<file path="config.mk">
export PLATFORM = sky130hd
export DESIGN_NAME = uart_rx_param
export DESIGN_NICKNAME = d
export VERILOG_FILES = /design/src/rtl/uart_rx_param.sv
export SDC_FILE = /design/constraint.sdc
export NUM_CORES = 1
export LEC_CHECK = 0
export BUFFER_PORTS_ARGS = -buffer_cell sky130_fd_sc_hd__buf_2
export CORE_MARGIN = 4
export CORE_UTILIZATION = 50
export CTS_CLUSTER_DIAMETER = 40
export DETAILED_ROUTE_END_ITERATION = 16
export GPL_ROUTABILITY_DRIVEN = 0
export GPL_TIMING_DRIVEN = 0
export PLACE_DENSITY = 0.73
export SYNTH_ARGS = -nofsm -noshare
export SYNTH_HDL_FRONTEND = slang
export SYNTH_SLANG_ARGS = --single-unit
</file>
<file path="constraint.sdc">
create_clock -name clk -period 3.8 [get_ports clk]
set_clock_uncertainty 0.05 [all_clocks]
set_input_delay 0.19 -clock clk [delete_from_list [all_inputs] [get_ports clk]]
set_output_delay 0.19 -clock clk [all_outputs]
set_load 0.05 [all_outputs]
</file>
<file path="src/rtl/uart_rx_param.sv">
// uart_rx_param: parametrised UART receiver (data width, stop bits, oversampling).
// Front end: 2-flop synchroniser, start-bit glitch rejection and a 3-sample
// majority vote around mid-bit. Reports framing errors with each completed frame.
// Optional feature macro: UART_RX_PARITY_EN inserts a parity bit after the data bits.
// When the macro is undefined there is no parity logic and parity_err is tied to 0.
module uart_rx_param #(
    parameter int CLK_FREQ   = 100_000_000,
    parameter int BAUD       = 115200,
    parameter int OVERSAMPLE = 8,
    parameter int DATA_BITS  = 8,
    parameter int STOP_BITS  = 1,
    parameter int PARITY_ODD = 0
) (
    input  logic                 clk,
    input  logic                 rst,
    input  logic                 d_in,
    input  logic                 rx_en,
    output logic [DATA_BITS-1:0] d_out,
    output logic                 done,
    output logic                 busy,
    output logic                 frame_err,
    output logic                 parity_err
);
    localparam int DIV    = CLK_FREQ / (BAUD * OVERSAMPLE);
    localparam int DIV_W  = (DIV > 1) ? $clog2(DIV) : 1;
    localparam int TICK_W = $clog2(OVERSAMPLE);
    localparam int BIT_W  = $clog2(DATA_BITS);

    localparam logic [DIV_W-1:0]  DIV_LAST  = DIV_W'(DIV - 1);
    localparam logic [TICK_W-1:0] TICK_LAST = TICK_W'(OVERSAMPLE - 1);
    localparam logic [TICK_W-1:0] TICK_V0   = TICK_W'(OVERSAMPLE / 2 - 1);
    localparam logic [TICK_W-1:0] TICK_V1   = TICK_W'(OVERSAMPLE / 2);
    localparam logic [TICK_W-1:0] TICK_V2   = TICK_W'(OVERSAMPLE / 2 + 1);
    localparam logic [BIT_W-1:0]  BIT_LAST  = BIT_W'(DATA_BITS - 1);
    localparam logic              STOP_LAST = 1'(STOP_BITS - 1);

    // Elaboration-time guard against parameter sets the receiver cannot handle.
    if ((OVERSAMPLE < 4) || (OVERSAMPLE % 2 != 0) || (DATA_BITS < 5) || (DATA_BITS > 9) ||
        ((STOP_BITS != 1) && (STOP_BITS != 2)) || (PARITY_ODD < 0) || (PARITY_ODD > 1) ||
        (DIV < 1)) begin : g_bad_cfg
        $error("uart_rx_param: illegal parameter combination");
    end

    typedef enum logic [2:0] {
        ST_IDLE   = 3'd0,
        ST_START  = 3'd1,
        ST_DATA   = 3'd2,
`ifdef UART_RX_PARITY_EN
        ST_PARITY = 3'd3,
`endif
        ST_STOP   = 3'd4
    } state_t;

    // Majority of three line samples.
    function automatic logic maj3(input logic a, input logic b, input logic c);
        return (a & b) | (a & c) | (b & c);
    endfunction

`ifdef UART_RX_PARITY_EN
    // Even parity (XOR reduction) of the received word.
    function automatic logic calc_parity(input logic [DATA_BITS-1:0] w);
        return ^w;
    endfunction
`endif

    state_t               state_r, state_nxt_s;
    logic                 sync1_r, sync2_r, prev_r;
    logic                 armed_r;
    logic [DIV_W-1:0]     div_cnt_r;
    logic [TICK_W-1:0]    tick_cnt_r;
    logic [1:0]           vote_r;
    logic [BIT_W-1:0]     bit_idx_r;
    logic                 stop_idx_r;
    logic [DATA_BITS-1:0] shreg_r;
    logic                 ferr_acc_r;
    logic [DATA_BITS-1:0] d_out_r;
    logic                 done_r, busy_r, frame_err_r;
    logic                 busy_nxt_s, done_nxt_s;
`ifdef UART_RX_PARITY_EN
    logic                 par_bit_r, parity_err_r;
`endif

    // Decoded timing and control events; the vote point is the third sample of a bit.
    logic start_s, sample_s, vote_pt_s, bit_end_s, voted_s, frame_end_s, ferr_now_s;
    assign start_s     = rx_en & armed_r & prev_r & ~sync2_r;
    assign sample_s    = (div_cnt_r == {DIV_W{1'b0}});
    assign vote_pt_s   = sample_s & (tick_cnt_r == TICK_V2);
    assign bit_end_s   = (div_cnt_r == DIV_LAST) & (tick_cnt_r == TICK_LAST);
    assign voted_s     = maj3(vote_r[1], vote_r[0], sync2_r);
    assign frame_end_s = (state_r == ST_STOP) & rx_en & vote_pt_s & (stop_idx_r == STOP_LAST);
    assign ferr_now_s  = ferr_acc_r | ~voted_s;

    // State register.
    always_ff @(posedge clk or negedge rst) begin
        if (!rst) begin
            state_r <= ST_IDLE;
        end else begin
            state_r <= state_nxt_s;
        end
    end

    // Next-state logic; dropping rx_en aborts any frame in progress.
    always_comb begin
        state_nxt_s = state_r;
        case (state_r)
            ST_IDLE: begin
                if (start_s) state_nxt_s = ST_START;
                else         state_nxt_s = ST_IDLE;
            end
            ST_START: begin
                if (!rx_en)                     state_nxt_s = ST_IDLE;
                else if (vote_pt_s && voted_s)  state_nxt_s = ST_IDLE;
                else if (bit_end_s)             state_nxt_s = ST_DATA;
                else                            state_nxt_s = ST_START;
            end
            ST_DATA: begin
                if (!rx_en)                                   state_nxt_s = ST_IDLE;
`ifdef UART_RX_PARITY_EN
                else if (bit_end_s && (bit_idx_r == BIT_LAST)) state_nxt_s = ST_PARITY;
`else
                else if (bit_end_s && (bit_idx_r == BIT_LAST)) state_nxt_s = ST_STOP;
`endif
                else                                          state_nxt_s = ST_DATA;
            end
`ifdef UART_RX_PARITY_EN
            ST_PARITY: begin
                if (!rx_en)         state_nxt_s = ST_IDLE;
                else if (bit_end_s) state_nxt_s = ST_STOP;
                else                state_nxt_s = ST_PARITY;
            end
`endif
            ST_STOP: begin
                if (!rx_en)           state_nxt_s = ST_IDLE;
                else if (frame_end_s) state_nxt_s = ST_IDLE;
                else                  state_nxt_s = ST_STOP;
            end
            default: state_nxt_s = ST_IDLE;
        endcase
    end

    // Output decode, registered below so busy tracks the state register exactly.
    always_comb begin
        busy_nxt_s = 1'b0;
        done_nxt_s = 1'b0;
        if (state_nxt_s != ST_IDLE) busy_nxt_s = 1'b1;
        else                        busy_nxt_s = 1'b0;
        if (frame_end_s) done_nxt_s = 1'b1;
        else             done_nxt_s = 1'b0;
    end

    // Input synchroniser, edge-detect history and break re-arm flag.
    always_ff @(posedge clk or negedge rst) begin
        if (!rst) begin
            sync1_r <= 1'b1;
            sync2_r <= 1'b1;
            prev_r  <= 1'b1;
            armed_r <= 1'b1;
        end else begin
            sync1_r <= d_in;
            sync2_r <= sync1_r;
            prev_r  <= sync2_r;
            if (frame_end_s && ferr_now_s)          armed_r <= 1'b0;
            else if ((state_r == ST_IDLE) && sync2_r) armed_r <= 1'b1;
            else                                      armed_r <= armed_r;
        end
    end

    // Baud divider and oversample tick counter; both restart whenever the FSM is idle.
    always_ff @(posedge clk or negedge rst) begin
        if (!rst) begin
            div_cnt_r  <= {DIV_W{1'b0}};
            tick_cnt_r <= {TICK_W{1'b0}};
        end else if (state_r == ST_IDLE) begin
            div_cnt_r  <= {DIV_W{1'b0}};
            tick_cnt_r <= {TICK_W{1'b0}};
        end else if (div_cnt_r == DIV_LAST) begin
            div_cnt_r <= {DIV_W{1'b0}};
            if (tick_cnt_r == TICK_LAST) tick_cnt_r <= {TICK_W{1'b0}};
            else                         tick_cnt_r <= tick_cnt_r + TICK_W'(1'b1);
        end else begin
            div_cnt_r  <= div_cnt_r + DIV_W'(1'b1);
            tick_cnt_r <= tick_cnt_r;
        end
    end

    // Frame datapath: vote samples, shift data, count bits and accumulate stop errors.
    always_ff @(posedge clk or negedge rst) begin
        if (!rst) begin
            vote_r     <= 2'b11;
            bit_idx_r  <= {BIT_W{1'b0}};
            stop_idx_r <= 1'b0;
            shreg_r    <= {DATA_BITS{1'b0}};
            ferr_acc_r <= 1'b0;
`ifdef UART_RX_PARITY_EN
            par_bit_r  <= 1'b0;
`endif
        end else if (state_r == ST_IDLE) begin
            bit_idx_r  <= {BIT_W{1'b0}};
            stop_idx_r <= 1'b0;
            ferr_acc_r <= 1'b0;
        end else begin
            if (sample_s && (tick_cnt_r == TICK_V0))      vote_r[1] <= sync2_r;
            else if (sample_s && (tick_cnt_r == TICK_V1)) vote_r[0] <= sync2_r;
            else                                          vote_r    <= vote_r;
            case (state_r)
                ST_DATA: begin
                    if (vote_pt_s) shreg_r <= {voted_s, shreg_r[DATA_BITS-1:1]};
                    else           shreg_r <= shreg_r;
                    if (bit_end_s) bit_idx_r <= bit_idx_r + BIT_W'(1'b1);
                    else           bit_idx_r <= bit_idx_r;
                end
`ifdef UART_RX_PARITY_EN
                ST_PARITY: begin
                    if (vote_pt_s) par_bit_r <= voted_s;
                    else           par_bit_r <= par_bit_r;
                end
`endif
                ST_STOP: begin
                    if (vote_pt_s && !voted_s) ferr_acc_r <= 1'b1;
                    else                       ferr_acc_r <= ferr_acc_r;
                    if (bit_end_s) stop_idx_r <= ~stop_idx_r;
                    else           stop_idx_r <= stop_idx_r;
                end
                default: shreg_r <= shreg_r;
            endcase
        end
    end

    // Registered outputs; word and error flags change only when a frame completes.
    always_ff @(posedge clk or negedge rst) begin
        if (!rst) begin
            d_out_r      <= {DATA_BITS{1'b0}};
            done_r       <= 1'b0;
            busy_r       <= 1'b0;
            frame_err_r  <= 1'b0;
`ifdef UART_RX_PARITY_EN
            parity_err_r <= 1'b0;
`endif
        end else begin
            done_r <= done_nxt_s;
            busy_r <= busy_nxt_s;
            if (frame_end_s) begin
                d_out_r      <= shreg_r;
                frame_err_r  <= ferr_now_s;
`ifdef UART_RX_PARITY_EN
                parity_err_r <= (calc_parity(shreg_r) ^ PARITY_ODD[0]) ^ par_bit_r;
`endif
            end else begin
                d_out_r     <= d_out_r;
                frame_err_r <= frame_err_r;
            end
        end
    end

    assign d_out     = d_out_r;
    assign done      = done_r;
    assign busy      = busy_r;
    assign frame_err = frame_err_r;
`ifdef UART_RX_PARITY_EN
    assign parity_err = parity_err_r;
`else
    assign parity_err = 1'b0;
`endif

endmodule
</file>
==> results.toml, run 1 <==
[synth]
postSynthCellCount = 165
syn_avg_cell_area_um2 = 12.2
synth-simple-area-share_pct = 13.5
synth_compound_area_share_pct = 7.75
synth_mux_area_share_pct = 13.7
synth-edff-count = 0
synth_top_flop_cell = "dfrtp_1"
synthAdderAreaFrac_pct = 6.08
synth.distinct_cells = 41
async_reset_ff_share_pct = 100
syn_area_mm2 = 0.00202
syn-num-nets = 178
synth_xor_area_share_pct = 1.74
ys_ff_latch = 43
yosys_warnings = 0
synth_top_family_by_area = "multiplexers"
ys_seq_area_share_pct = 53.7

[floorplanning]
fp-row-count = 22
num_io_pins = 16
die_h_um = 71.5
core_area_mm2 = 0.00377
die_w_um = 71.5
die-area_mm2 = 0.00512
initial_utilization_pct = 53.5

[finish]
drive_gt1_share_pct = 30.2
layout_commonest_cell = "dfrtp_1"
fin_util_pct = 60.6
fin_nets = 201
final_cell_mix = "37 x dfrtp_1, 14 x nor2_1, 14 x buf_2"
seq_area_mm2 = 0.00108
areaGrowthSynthToFinish_pct = 13.2
nFillCells = 290
multi_input_area_um2 = 867
antenna_cells = 0

[timing]
hold_viol_final = 0
post-route-period-util_pct = 59.5
fmax_mhz = 442
timing.final.ws_setup_ns = 1.54
maxSlewViolCount = 0
tightest_slew_ns = 0.929
finalCriticalPeriod_ns = 2.26
setup_viol = 0
relSlewSlack_pct = 38.1
tns_ns = 0
whs_ns = 0.223
rsz0062_at_grt = "false"

[setup_path]
path_class = "register to register"
cp_cell_sequence = "inv_1 > ha_1 > or4b_4 > nor3_1 > and2b_1 > buf_4 > mux2_2"
cp-start-kind = "register"
slowest_stage = "or4b_4"
cpPeakStageDelay_ns = 0.50
r2r.worst_path.cells = 7
cp-end-kind = "register"
worstPathArrival_ns = 2.40
worstPathRequired_ns = 3.94
crit_path_max_fanout = 10

[route]
via_per_inst = 5.47
vias = 1296
drc = 0
first_iter_violations = 50
wl_mm = 3.54
antenna_left = 0
dr.pass1.iters = 4
avgRoutedWirePerCell_um = 14.9

[clock_network]
cts_resized = 0
htreeDepth = 2
clockBufferDepth = 2
cts_sinks = 43
numCtsBuffers = 5
cts_tree = "yes"
root_buffer = "clkbuf_8"
clkLatencyLatePin_ns = 0.30
path_clk_slew_ns = 0.08

[pwr]
internal_power_mw = 0.672
p_comb_share_pct = 4.0
leakage_nw = 1.12
powerDensity_mw_per_mm2 = 379
vdd_drop_max_uv = 268
seqPwrFrac_pct = 53.9
p_sw_mw = 0.193
pwr-share-clk_pct = 42.0
finalPower_mw = 0.865
sw_frac_of_total_pct = 22.3

[place]
pre_cts_slack_ns = 1.53
port_buffers = 14
dp_hpwl_mm = 2.57

[global_routing]
grt_max_degree = 44
grt_pass1_wl_mm = 6.18
antenna_found_initial = 0
grt.total_usage_pct = 15.6
overflow = 0
first_global_vias = 1336

[worst_hold_path]
holdPathStages = 3
hold_path.class = "input pin to register"

[run]
drv_cap = 0

[status]
status = "finished clean"
[area by class of cell]
cell class | instances | area share (%)
Sequential cell | 43 | 47.4
Multi-Input combinational cell | 108 | 38.0
Timing Repair Buffer | 16 | 3.94
Clock buffer | 5 | 3.01
Tap cell | 48 | 2.63
Clock inverter | 3 | 2.08
Buffer | 5 | 1.48
Inverter | 9 | 1.48
[power by group through the flow]
| stage | Combinational [mW] | Sequential (mW) | Clock (mW) |
|---|---|---|---|
| after global routing | 0.0399 | 0.467 | 0.396 |
| after floorplan | 0.0159 | 0.477 | 0 |
| final | 0.0350 | 0.466 | 0.363 |
| after detailed placement | 0.0341 | 0.475 | 0 |
| after CTS | 0.0357 | 0.466 | 0.376 |
| after global placement | 0.0327 | 0.475 | 0 |
[cells by family after synthesis]
family	after synthesis
simple gates	47
flops	43
compound gates	24
mux	22
buf+inv	14
fa+ha+maj	10
xor+xnor	4
other cells	1
[registers in the layout, summed over array words and instances, names as in the netlist]
register    flops
state_r         3
shreg_r         8
stop_idx_r      1
armed_r         1
bit_idx_r       3
prev_r          1
sync2_r         1
sync1_r         1
div_cnt_r       7
ferr_acc_r      1
vote_r          2
d_out           8
frame_err       1
busy            1
tick_cnt_r      3
done            1
[path summary, 6_finish.rpt]
| check | slack, ns | to | from |
|---|---|---|---|
| setup / recovery | 1.54 | d_out[6] | div_cnt_r[0] |
| hold / removal | 0.22 | state_r[0] | rx_en |
| setup reg to reg | 1.54 | d_out[6] | div_cnt_r[0] |
| hold reg to reg | 0.32 | sync2_r | sync1_r |
| max in group asynchronous | 2.61 | div_cnt_r[3] | rst |
| min in group asynchronous | 0.51 | shreg_r[2] | rst |
[critical path: cells and delay by family (launching register included)]
kind / cells / cell delay [ns]
buffers and inverters: 2 / 0.29
adder cells (fa/ha/maj): 1 / 0.14
flip-flops: 1 / 0.41
multiplexers: 1 / 0.35
AND/OR/NAND/NOR: 3 / 0.92
[cell usage after synthesis, drive strengths merged (2+ instances only)]
cell type | number | area, µm²
dfrtp | 37 | 926
mux2 | 21 | 267
nor2 | 14 | 52.6
a21oi | 9 | 45.0
ha | 9 | 113
inv | 9 | 33.8
dfstp | 6 | 158
nand3 | 6 | 30.0
nor3 | 6 | 30.0
a22o | 5 | 43.8
nand2 | 4 | 15.0
o21ai | 4 | 20.0
buf | 3 | 26.3
clkbuf | 2 | 7.51
nand4bb | 2 | 22.5
or3 | 2 | 12.5
or3b | 2 | 17.5
xnor2 | 2 | 17.5
xor2 | 2 | 17.5
[layer usage]
layer | vias up | GRT usage [%] | wire length, µm
li1 | 632 | - | -
met1 | 635 | 19.8 | 1630
met2 | 18 | 24.6 | 1680
met3 | 11 | 4.77 | 135
met4 | 0 | 6.89 | 90
met5 | - | 0 | 0
[through the flow]
stage / std cells / area (µm²)
after floorplan: 165 / 2020
after global placement: 227 / 2150
after detailed placement: 227 / 2150
after CTS: 237 / 2280
after global routing: 237 / 2280
final: 237 / 2280
[timing repair]
item | CTS | global route
hold buffers | 2 | 0
hold endpoints to repair | 16 | 0
buffers inserted | 0 | 0
setup endpoints to repair | 0 | 0
(Power assumes the default switching activity.)
==> run 2: changes to the inputs <==
- clock period: 3.8 -> 2.1 ns (I/O delays scaled with it)
==> results.toml, run 2 (synthesis gave the netlist of run 1 again) <==
[status]
status = "finished clean"

[timing]
fmax_mhz = 480
rsz0062_at_grt = "true"
finalCriticalPeriod_ns = 2.09
relSlewSlack_pct = 38.6
post-route-period-util_pct = 99.3
tightest_slew_ns = 0.922
maxSlewViolCount = 0
hold_viol_final = 0
setup_viol = 0

[setup_path]
cp-start-kind = "register"
cpPeakStageDelay_ns = 0.50
cp_cell_sequence = "inv_2 > ha_4 > or4b_4 > nor3_4 > and2b_2 > buf_6 > mux2_2"
crit_path_max_fanout = 5
slowest_stage = "or4b_4"
rrSetupSlack_ns = 0.01
r2r.worst_path.cells = 7
r2r-start = "div_cnt_r[0]"
cp-end-kind = "register"
worst_r2r_endpoint = "d_out[2]"
worstPathArrival_ns = 2.23
crit_cells = 7
crit_family = "simple AND/OR/NAND/NOR gates"
path_class = "register to register"
crit_start = "div_cnt_r[0]"
worstPathRequired_ns = 2.24
path_buf_inv = 2

[global_routing]
grt_pass1_wl_mm = 6.53
grt_max_degree = 44
grtUsageMet2_pct = 26.2
grt.total_usage_pct = 16.5
top_usage_layer = "met2"
met3_usage_pct = 4.77
grtUsageMet1_pct = 21.0
overflow = 0
first_global_vias = 1409
antenna_found_initial = 0

[pwr]
p_sw_mw = 0.355
finalPower_mw = 1.58
powerDensity_mw_per_mm2 = 638
internal_power_mw = 1.23
p_comb_share_pct = 5.0
pwr-share-clk_pct = 41.6
seqPwrFrac_pct = 53.4
sw_frac_of_total_pct = 22.5
leakage_nw = 1.20
vdd_drop_max_uv = 488

[route]
wl_mm = 3.90
drc = 0
dr.pass1.iters = 4
avgRoutedWirePerCell_um = 15.6
antenna_left = 0
via_per_inst = 5.45
vias = 1369
first_iter_violations = 55

[worst_hold_path]
holdPathStages = 3
min-delay-start = "rx_en"
hold_path.class = "input pin to register"
hold_end = "state_r[0]"

[floorplanning]
die_w_um = 71.5
die-area_mm2 = 0.00512
core_area_mm2 = 0.00377
num_io_pins = 16
fp-row-count = 22
initial_utilization_pct = 53.5
die_h_um = 71.5

[place]
port_buffers = 14
dpl_cell_area_mm2 = 0.00215
dp_hpwl_mm = 2.57

[clock_network]
numCtsBuffers = 5
clkLatencyLatePin_ns = 0.30
cts_sinks = 43
htreeDepth = 2
root_buffer = "clkbuf_8"
clockBufferDepth = 2
cts_tree = "yes"
path_clk_slew_ns = 0.09

[run]
drv_cap = 0

[finish]
final_area_mm2 = 0.00248
layout_commonest_cell = "dfrtp_1"
final_cell_mix = "37 x dfrtp_1, 14 x nor2_1, 14 x buf_4, 14 x buf_2, 13 x mux2_4"
antenna_cells = 0
drive_gt1_share_pct = 38.9
fin_nets = 215
areaGrowthSynthToFinish_pct = 22.7
==> run 2: cell count changes in the layout (fill, tap and decap cells not counted), moves of 2 or more <==
| cell | change |
|---|---|
| buf_4 | +12 |
| inv_1 | -2 |
| mux2_2 | -5 |
| buf_6 | +2 |
| mux2_4 | +5 |
| nor3_1 | -2 |
| inv_2 | +2 |
==> run 2: worst min-delay path, cell delays in order <==
cell	delay, ns
buf_2	0.12
o21ai_0	0.15
nor2_1	0.08
==> run 2: what timing repair did <==
action / in CTS / in global routing
pin swaps: 1 / 1
hold buffers: 2 / 0
cloned: 1 / 0
gates resized for setup: 5 / 16
buffers inserted: 10 / 3
endpoints found under the hold margin: 38 / 0
setup endpoints to repair: 17 / 23
==> run 2: per-layer routing <==
layer	wire [µm]	share of wire, %
met4	108	2.8
met2	1840	47
met3	149	3.8
met1	1810	46
met5	0	0
==> run 2: how the worst max path moves through the flow <==
stage | endpoint | slack (ns)
6_report | d_out[2] | 0.01
5_1_grt | d_out[2] | -0.05
4_1_cts | d_out[6] | -0.02
3_5_place_dp | d_out[7] | -0.17
3_3_place_gp | frame_err | -0.12
2_1_floorplan | d_out[0] | 0.02
==> run 2: cell type report <==
class                      instances  area (µm²)
sequential                        43        1080
inverter                           9        33.8
tap                               48        60.1
buffer                             5        37.5
clock inverter                     3        47.5
clock buffer                       5        68.8
timing repair buffer              30         199
fill                             268        1290
multi-input combinational        108         946
==> run 2: power groups by stage <==
stage          Sequential [mW]  Combinational, mW  Clock [mW]
2_1_floorplan            0.863             0.0288           0
3_3_place_gp             0.859             0.0592           0
5_1_grt                  0.845             0.0900       0.717
6_report                 0.844             0.0797       0.657
4_1_cts                  0.843             0.0685       0.680
3_5_place_dp             0.860             0.0617           0
==> run 2: through the flow <==
stage                     hold slack (ns)  setup WS [ns]  util (%)  cells  TNS (ns)
after floorplan                    -0.241         0.0208         -    165         0
final                               0.155         0.0150      65.7    251         0
after global routing                0.160        -0.0486      65.7    251    -0.476
after global placement              0.163         -0.124      57.0    227     -1.28
after detailed placement            0.169         -0.165      57.0    227     -1.70
after CTS                           0.114        -0.0192      63.1    248   -0.0846
